File: config.mk
export PLATFORM = sky130hd
export DESIGN_NAME = sqrt_job_sequencer
export DESIGN_NICKNAME = d
export VERILOG_FILES = /design/src/rtl/sqrt_pkg.sv /design/src/rtl/sqrt_op_fifo.sv /design/src/rtl/sqrt_job_sequencer.sv
export SDC_FILE = /design/constraint.sdc
export NUM_CORES = 1
export LEC_CHECK = 0
export ABC_AREA = 0
export CORE_UTILIZATION = 45
export CTS_BUF_LIST = sky130_fd_sc_hd__clkbuf_8
export DETAILED_ROUTE_END_ITERATION = 10
export GPL_ROUTABILITY_DRIVEN = 0
export GPL_TIMING_DRIVEN = 0
export PLACE_DENSITY = 0.71
export SLEW_MARGIN = 20
export SYNTH_ARGS = -nofsm -noshare
export SYNTH_HDL_FRONTEND = slang
export SYNTH_SLANG_ARGS = --single-unit
File: constraint.sdc
create_clock -name clk -period 1.83 [get_ports clk]
set_input_delay 0.366 -clock clk [delete_from_list [all_inputs] [get_ports clk]]
set_output_delay 0.366 -clock clk [all_outputs]
set_load 0.005 [all_outputs]
File: src/rtl/sqrt_pkg.sv
`default_nettype none
// ============================================================================
// Module   : sqrt_pkg
// Purpose  : Shared widths and sequencer state encoding for the sqrt job path.
// Revision : 1.0
// ============================================================================
package sqrt_pkg;

    localparam int OPERAND_W = 8;
    localparam int ROOT_W    = 5;

    typedef enum logic [2:0] {
        IDLE   = 3'd0,
        CLR    = 3'd1,
        LAUNCH = 3'd2,
        WAIT   = 3'd3,
        DONE   = 3'd4
    } seq_state_t;

endpackage
`default_nettype wire

File: src/rtl/sqrt_op_fifo.sv
`default_nettype none
// ============================================================================
// Module   : sqrt_op_fifo
// Purpose  : Operand FIFO with registered ready/empty; pointers carry a wrap bit.
// Revision : 1.0
// ============================================================================
module sqrt_op_fifo
    import sqrt_pkg::*;
#(
    parameter int DEPTH = 4,
    parameter int WIDTH = OPERAND_W
) (
    input  logic             clk,
    input  logic             reset,
    input  logic             i_push,
    input  logic [WIDTH-1:0] i_data,
    input  logic             i_pop,
    output logic             o_ready,
    output logic             o_empty,
    output logic [WIDTH-1:0] o_head
);

    localparam int c_aw = $clog2(DEPTH);

    logic [WIDTH-1:0] r_mem [DEPTH];
    logic [c_aw:0]    r_wr_ptr;
    logic [c_aw:0]    r_rd_ptr;
    logic [c_aw:0]    w_wr_next;
    logic [c_aw:0]    w_rd_next;
    logic             r_ready;
    logic             r_empty;
    logic             w_push;
    logic             w_pop;
    logic             w_full_next;
    logic             w_empty_next;

    // Ready comes from a register, so a pop never opens a same-cycle push slot.
    assign w_push = i_push && r_ready;
    assign w_pop  = i_pop && !r_empty;

    always_comb begin
        w_wr_next    = r_wr_ptr + {{c_aw{1'b0}}, w_push};
        w_rd_next    = r_rd_ptr + {{c_aw{1'b0}}, w_pop};
        w_full_next  = (w_wr_next[c_aw] != w_rd_next[c_aw]) &&
                       (w_wr_next[c_aw-1:0] == w_rd_next[c_aw-1:0]);
        w_empty_next = (w_wr_next == w_rd_next);
    end

    always_ff @(posedge clk) begin
        if (!reset) begin
            r_wr_ptr <= '0;
            r_rd_ptr <= '0;
            r_ready  <= 1'b0;
            r_empty  <= 1'b1;
        end else begin
            r_wr_ptr <= w_wr_next;
            r_rd_ptr <= w_rd_next;
            r_ready  <= !w_full_next;
            r_empty  <= w_empty_next;
        end
    end

    always_ff @(posedge clk) begin
        if (w_push) begin
            r_mem[r_wr_ptr[c_aw-1:0]] <= i_data;
        end
    end

    assign o_ready = r_ready;
    assign o_empty = r_empty;
    assign o_head  = r_mem[r_rd_ptr[c_aw-1:0]];

endmodule
`default_nettype wire

File: src/rtl/sqrt_job_sequencer.sv
`default_nettype none
// ============================================================================
// Module   : sqrt_job_sequencer
// Purpose  : Feeds buffered operands to the iterative sqrt core one job at a
//            time and returns {operand, root, err}, aborting hung jobs.
// Revision : 1.0
// ============================================================================
module sqrt_job_sequencer
    import sqrt_pkg::*;
#(
    parameter int DEPTH      = 4,
    parameter int CLR_CYCLES = 2,
    parameter int TIMEOUT    = 255
) (
    input  logic                 clk,
    input  logic                 reset,
    input  logic                 op_valid,
    input  logic [OPERAND_W-1:0] op_data,
    output logic                 op_ready,
    output logic                 res_valid,
    input  logic                 res_ready,
    output logic [OPERAND_W-1:0] res_operand,
    output logic [ROOT_W-1:0]    res_root,
    output logic                 res_err,
    output logic [OPERAND_W-1:0] core_in,
    output logic                 core_go,
    output logic                 core_reset,
    input  logic [ROOT_W-1:0]    core_count,
    input  logic                 core_over,
    output logic                 busy
);

    localparam int c_timer_w = (TIMEOUT < 1) ? 1 : $clog2(TIMEOUT + 1);
    localparam int c_clr_w   = (CLR_CYCLES < 2) ? 1 : $clog2(CLR_CYCLES);
    localparam logic [c_timer_w-1:0] c_timeout  = c_timer_w'(TIMEOUT);
    localparam logic [c_clr_w-1:0]   c_clr_last = c_clr_w'(CLR_CYCLES - 1);

    seq_state_t             r_state;
    seq_state_t             w_state_next;
    logic [c_clr_w-1:0]     r_clr_cnt;
    logic [c_timer_w-1:0]   r_timer;
    logic                   r_sync1;
    logic                   r_over_s;
    logic                   r_over_seen;
    logic [OPERAND_W-1:0]   r_core_in;
    logic [OPERAND_W-1:0]   r_res_operand;
    logic [ROOT_W-1:0]      r_res_root;
    logic                   r_res_err;
    logic                   w_fifo_empty;
    logic [OPERAND_W-1:0]   w_fifo_head;
    logic                   w_pop;
    logic                   w_over_confirm;
    logic                   w_timeout;

    sqrt_op_fifo #(
        .DEPTH (DEPTH),
        .WIDTH (OPERAND_W)
    ) u_fifo (
        .clk     (clk),
        .reset   (reset),
        .i_push  (op_valid),
        .i_data  (op_data),
        .i_pop   (w_pop),
        .o_ready (op_ready),
        .o_empty (w_fifo_empty),
        .o_head  (w_fifo_head)
    );

    // A done flag counts only once the synchronised level holds for two WAIT cycles.
    assign w_over_confirm = r_over_s && r_over_seen;
    assign w_timeout      = (r_timer == c_timeout);
    assign w_pop          = (r_state == IDLE) && !w_fifo_empty;
    assign busy           = (r_state != IDLE) || !w_fifo_empty;

    always_ff @(posedge clk) begin
        if (!reset) begin
            r_state <= IDLE;
        end else begin
            r_state <= w_state_next;
        end
    end

    always_comb begin
        w_state_next = r_state;
        case (r_state)
            IDLE:    if (!w_fifo_empty)                 w_state_next = CLR;
            CLR:     if (r_clr_cnt == c_clr_last)       w_state_next = LAUNCH;
            LAUNCH:                                     w_state_next = WAIT;
            WAIT:    if (w_over_confirm || w_timeout)   w_state_next = DONE;
            DONE:    if (res_ready)                     w_state_next = IDLE;
            default:                                    w_state_next = IDLE;
        endcase
    end

    always_comb begin
        core_reset = 1'b1;
        core_go    = 1'b0;
        res_valid  = 1'b0;
        case (r_state)
            LAUNCH, WAIT: begin
                core_reset = 1'b0;
                core_go    = 1'b1;
            end
            DONE:    res_valid = 1'b1;
            default: ;
        endcase
    end

    always_ff @(posedge clk) begin
        if (!reset) begin
            r_clr_cnt     <= '0;
            r_timer       <= '0;
            r_sync1       <= 1'b0;
            r_over_s      <= 1'b0;
            r_over_seen   <= 1'b0;
            r_core_in     <= '0;
            r_res_operand <= '0;
            r_res_root    <= '0;
            r_res_err     <= 1'b0;
        end else begin
            r_sync1     <= core_over;
            r_over_s    <= r_sync1;
            r_over_seen <= (r_state == WAIT) && r_over_s;
            case (r_state)
                IDLE: begin
                    if (!w_fifo_empty) begin
                        r_core_in     <= w_fifo_head;
                        r_res_operand <= w_fifo_head;
                        r_clr_cnt     <= '0;
                    end
                end
                CLR: begin
                    if (r_clr_cnt != c_clr_last) begin
                        r_clr_cnt <= r_clr_cnt + c_clr_w'(1);
                    end
                end
                LAUNCH: r_timer <= '0;
                WAIT: begin
                    if (!w_timeout) begin
                        r_timer <= r_timer + c_timer_w'(1);
                    end
                    if (w_over_confirm) begin
                        r_res_root <= core_count;
                        r_res_err  <= 1'b0;
                    end else if (w_timeout) begin
                        r_res_root <= '0;
                        r_res_err  <= 1'b1;
                    end
                end
                default: ;
            endcase
        end
    end

    assign core_in     = r_core_in;
    assign res_operand = r_res_operand;
    assign res_root    = r_res_root;
    assign res_err     = r_res_err;

endmodule
`default_nettype wire

==> impl_results.md <==
* Syn avg cell area at 13.14 sq um
* Slew headroom at 53.21%
* Combinational Power Share at 21.4%
* Clk pwr share at 35.7%
* Maximum vdd drop at 0.6471 mV
* Critical path capture point type: output port
* Post-CTS Hold Buffers at 0
* Max clock buf depth at 2
* Post-Syn Area at 0.002760 sq mm
* Tmin final at 1.729 ns
* Internal reg-to-reg setup slack at 0.13 ns
* Total track usage at 16.72%
* Ant diodes at 0
* Sequential area share after synthesis at between 60 and 70%
* Total grt overflow at 0
* Max Slew Vio Count at 0
* #FFs+latches synth at 69
* Static leakage at 0.001310 uW
* Post-synth net total at 233
* Worst path max stage delay at 0.33 ns
* CP Launch Type: flop
* WP data required at roughly 1.5 ns
* Slew at the pin closest to its max-slew limit at around 0.70 ns
* Die area at 0.006451 sq mm
* Crit-path slowest cell: dfxtp_1
* Internal at 3183 uW
* H-tree depth at 3
* Crit path buf inv count at 4
* Final hold vios at 0
* Peak fanout along the critical path at 10
* Core area at just under 0.006 sq mm
* Initial DRT Pass Iterations at 4
* Ys Warns at 0
* Count of different cell masters after synthesis at 40
* Clock Root Buffer: clkbuf_8
* Top delay family on crit path: buffers and inverters
* Switching Fraction at 24.81%
* Clock buffer count from CTS at 9
* Die Wd at approximately 80 um
* Placed Area at 0.003309 sq mm
* Tot Pwr at 4234 uW
* Worst Setup EP: core_reset
* Port Buffers at 44
* R2r worst-path depth at 5
* # setup viols final at 0
* Vias/cell at 5.103
* Syn-to-layout area delta at 31.64%
* Setup repair after global routing missed its margin: no
* Vias in the first global route at 1,621
* Pwr/cell area at 1165 mW/mm^2
* DR vias at 1,776
* Worst setup path startpoint: r_state[1]$_SDFFE_PN0P_
* Clock Pin Slew Worst Setup and Hold Paths at 0.08 ns
* HP Class: reg -> reg
* FILL cells at ~470
* Largest net degree at the start of global routing at 14
* Max Cap Viol at 0
* Post-synth EDFFs at 32
* Post-Synthesis Cells at 210
* Cell count along the critical path at 5
* Nets at 291
* Detailed Route Iter0 Violations at between 60 and 70
* Final period util at ~94%
* Reg-to-Reg Start: r_timer[0]$_SDFFE_PN0P_
* Placed cells at 329
* Register share of total power at 42.9%
* Routed wire per std cell at 14.25 um
* Max frequency at ~580 MHz
* Initial antenna violation count at 0
* Final Instance Count excl. Fillers at around 350
* I/O pin count at 45
* CTS sink cnt at 69
* Async SR Flop Fraction at 0%
* Starting Density at 46.62%
* Placed wire-length estimate at approximately 3400 um
* Hold WS at 0.4437 ns
* Antenna viol nets, final at 0
* Clock latency on the worst-skew pair at 0.34 ns
* Cell area after layout at 0.003633 sq mm
* Post-synth top flop: dfxtp_1
* Status: finished, final reports clean
* Seq. cell area at 0.001704 sq mm
* DRC violations left at 0
* First-pass GRT wire length at 7803 um
* Die H at ~80 um
* Multi-input logic area at 0.001006 sq mm
* CTS tree: done
* Critical Path AT at 1.36 ns
* CP Cell Sequence: buf_6 > nor2b_4 > buf_4 > inv_4 > dlygate4sd2_1
* Sw power at 1050 uW
* Critical path class: reg -> out
* Layout cells sized above 1 at 20.51%
* Site row count at 28
* Final WL at just under 5000 um
* Clk_skew at 0.006683 ns
* Worst R2R End: res_root[2]$_SDFFE_PN0P_
## repair_timing
action	4_1_cts	5_1_grt
setup buffers	4	0
pin swaps	0	3
gates resized for setup	9	8
setup endpoints to repair	7	7
endpoints found under the hold margin	0	0
## power by group through the flow
| stage | Sequential, uW | Clock (uW) | Combinational (uW) |
|---|---|---|---|
| 2_1_floorplan | 1810 | 0 | 534 |
| 3_3_place_gp | 1810 | 0 | 860 |
| 3_5_place_dp | 1820 | 0 | 877 |
| 4_1_cts | 1800 | 1540 | 882 |
| 5_1_grt | 1830 | 1610 | 986 |
| 6_report | 1810 | 1510 | 908 |
## logic make-up (layout without fill, tap and decap cells)
family	Yosys count	after routing	synth area share (%)
AOI/OAI and AO/OA	32	32	7.662
muxes	17	17	9.792
and+or+nand+nor	60	60	12.24
adders and majority gates	5	5	2.267
xor gates and xnor gates	7	7	2.221
DFF	69	69	61.65
buffers and inverters	20	83	4.170
## stage by stage
step                util (%)  setup WS, ns  TNS, ns
finish                 61.37        0.1009        0
global route           61.37       0.01630        0
CTS                    60.57       0.01853        0
detailed placement     55.90       -0.2512   -4.415
global placement       55.64       -0.5155   -12.52
floorplan                  -       0.02282        0
## metal layers
| metal | global-route usage [%] | wire length [um] | up-vias |
|---|---|---|---|
| met3 | 5.795 | 158 | 5 |
| li1 | - | - | 891 |
| met4 | 6.429 | 46 | 0 |
| met2 | 26.24 | 2343 | 27 |
| met5 | 0 | 0 | - |
| met1 | 21.16 | 2411 | 853 |
## worst reg2reg max path, delay by kind of cell, from the launching register on
| kind | cells | cell delay, ns |
|---|---|---|
| AND/OR/NAND/NOR | 2 | 0.51 |
| adder cells (fa/ha/maj) | 1 | 0.25 |
| flip-flops | 1 | 0.42 |
| AO/OA/AOI/OAI | 2 | 0.42 |
## worst min-delay path by stage
stage,slack (ns),cells after the start,start,to
after detailed placement,0.43,1,r_sync1$_SDFF_PN0_,r_over_s$_SDFF_PN0_
final,0.44,1,r_sync1$_SDFF_PN0_,r_over_s$_SDFF_PN0_
after global placement,0.42,1,r_sync1$_SDFF_PN0_,r_over_s$_SDFF_PN0_
after floorplan,0.41,1,r_sync1$_SDFF_PN0_,r_over_s$_SDFF_PN0_
after CTS,0.45,1,r_sync1$_SDFF_PN0_,r_over_s$_SDFF_PN0_
after global routing,0.45,1,r_sync1$_SDFF_PN0_,r_over_s$_SDFF_PN0_
## sequential cells by signal, indices dropped and copies added (netlist names)
name             flops
r_clr_cnt            1
r_over_s             1
r_over_seen          1
r_state              3
r_sync1              1
r_timer              8
res_err              1
res_operand          8
res_root             5
u_fifo.o_empty       1
u_fifo.o_ready       1
u_fifo.r_mem        32
u_fifo.r_rd_ptr      3
u_fifo.r_wr_ptr      3
## layout by cell type, fill, tap and decap left out, drive strengths merged, types with 2 or more instances in the layout
cell type      netlist  layout
mux4                 8       8
a32o                 5       5
dlygate4sd2          0       4
bufinv               0       3
clkbuf               4      12
a21oi               10      10
nand3                6       6
o21ai               10      10
xor2                 5       5
mux2i                9       9
ha                   5       5
xnor2                2       2
inv                  4       4
clkdlybuf4s50        0      40
and2                10      10
nand2b               2       2
o31ai                3       3
clkinv               0       3
dfxtp               37      37
buf                 12      16
or3                  3       3
nor3b                2       2
and3                 5       5
edfxtp              32      32
nand3b               2       2
nor3                 2       2
nand4                2       2
nor2                16      16
nand2                5       5
## layout make-up
cell class / instances / share of cell area [%]
clock inverter: 7 / 3.409
inverter: 4 / 0.4821
clock buffer: 9 / 3.409
tap: 75 / 2.583
timing repair buffer: 48 / 12.81
multi-input combinational: 121 / 27.69
buffer: 15 / 2.720
sequential: 69 / 46.90
## synthesized netlist by cell type (3+ instances only)
cell	instances	area, sq um
mux2i_1	9	90.09
xor2_1	5	43.79
a21oi_1	10	50.05
buf_4	8	60.06
edfxtp_1	32	960.9
ha_1	5	62.56
o21ai_0	8	40.04
and3_1	5	31.28
dfxtp_1	37	740.7
a32o_1	5	50.05
nor2_1	15	56.30
mux4_2	8	180.2
nand2_1	5	18.77
and2_1	10	62.56
nand3_1	6	30.03
clkbuf_1	4	15.01
inv_1	4	15.01
o31ai_1	3	22.52
No activity file was read; power rests on OpenSTA's default activity.
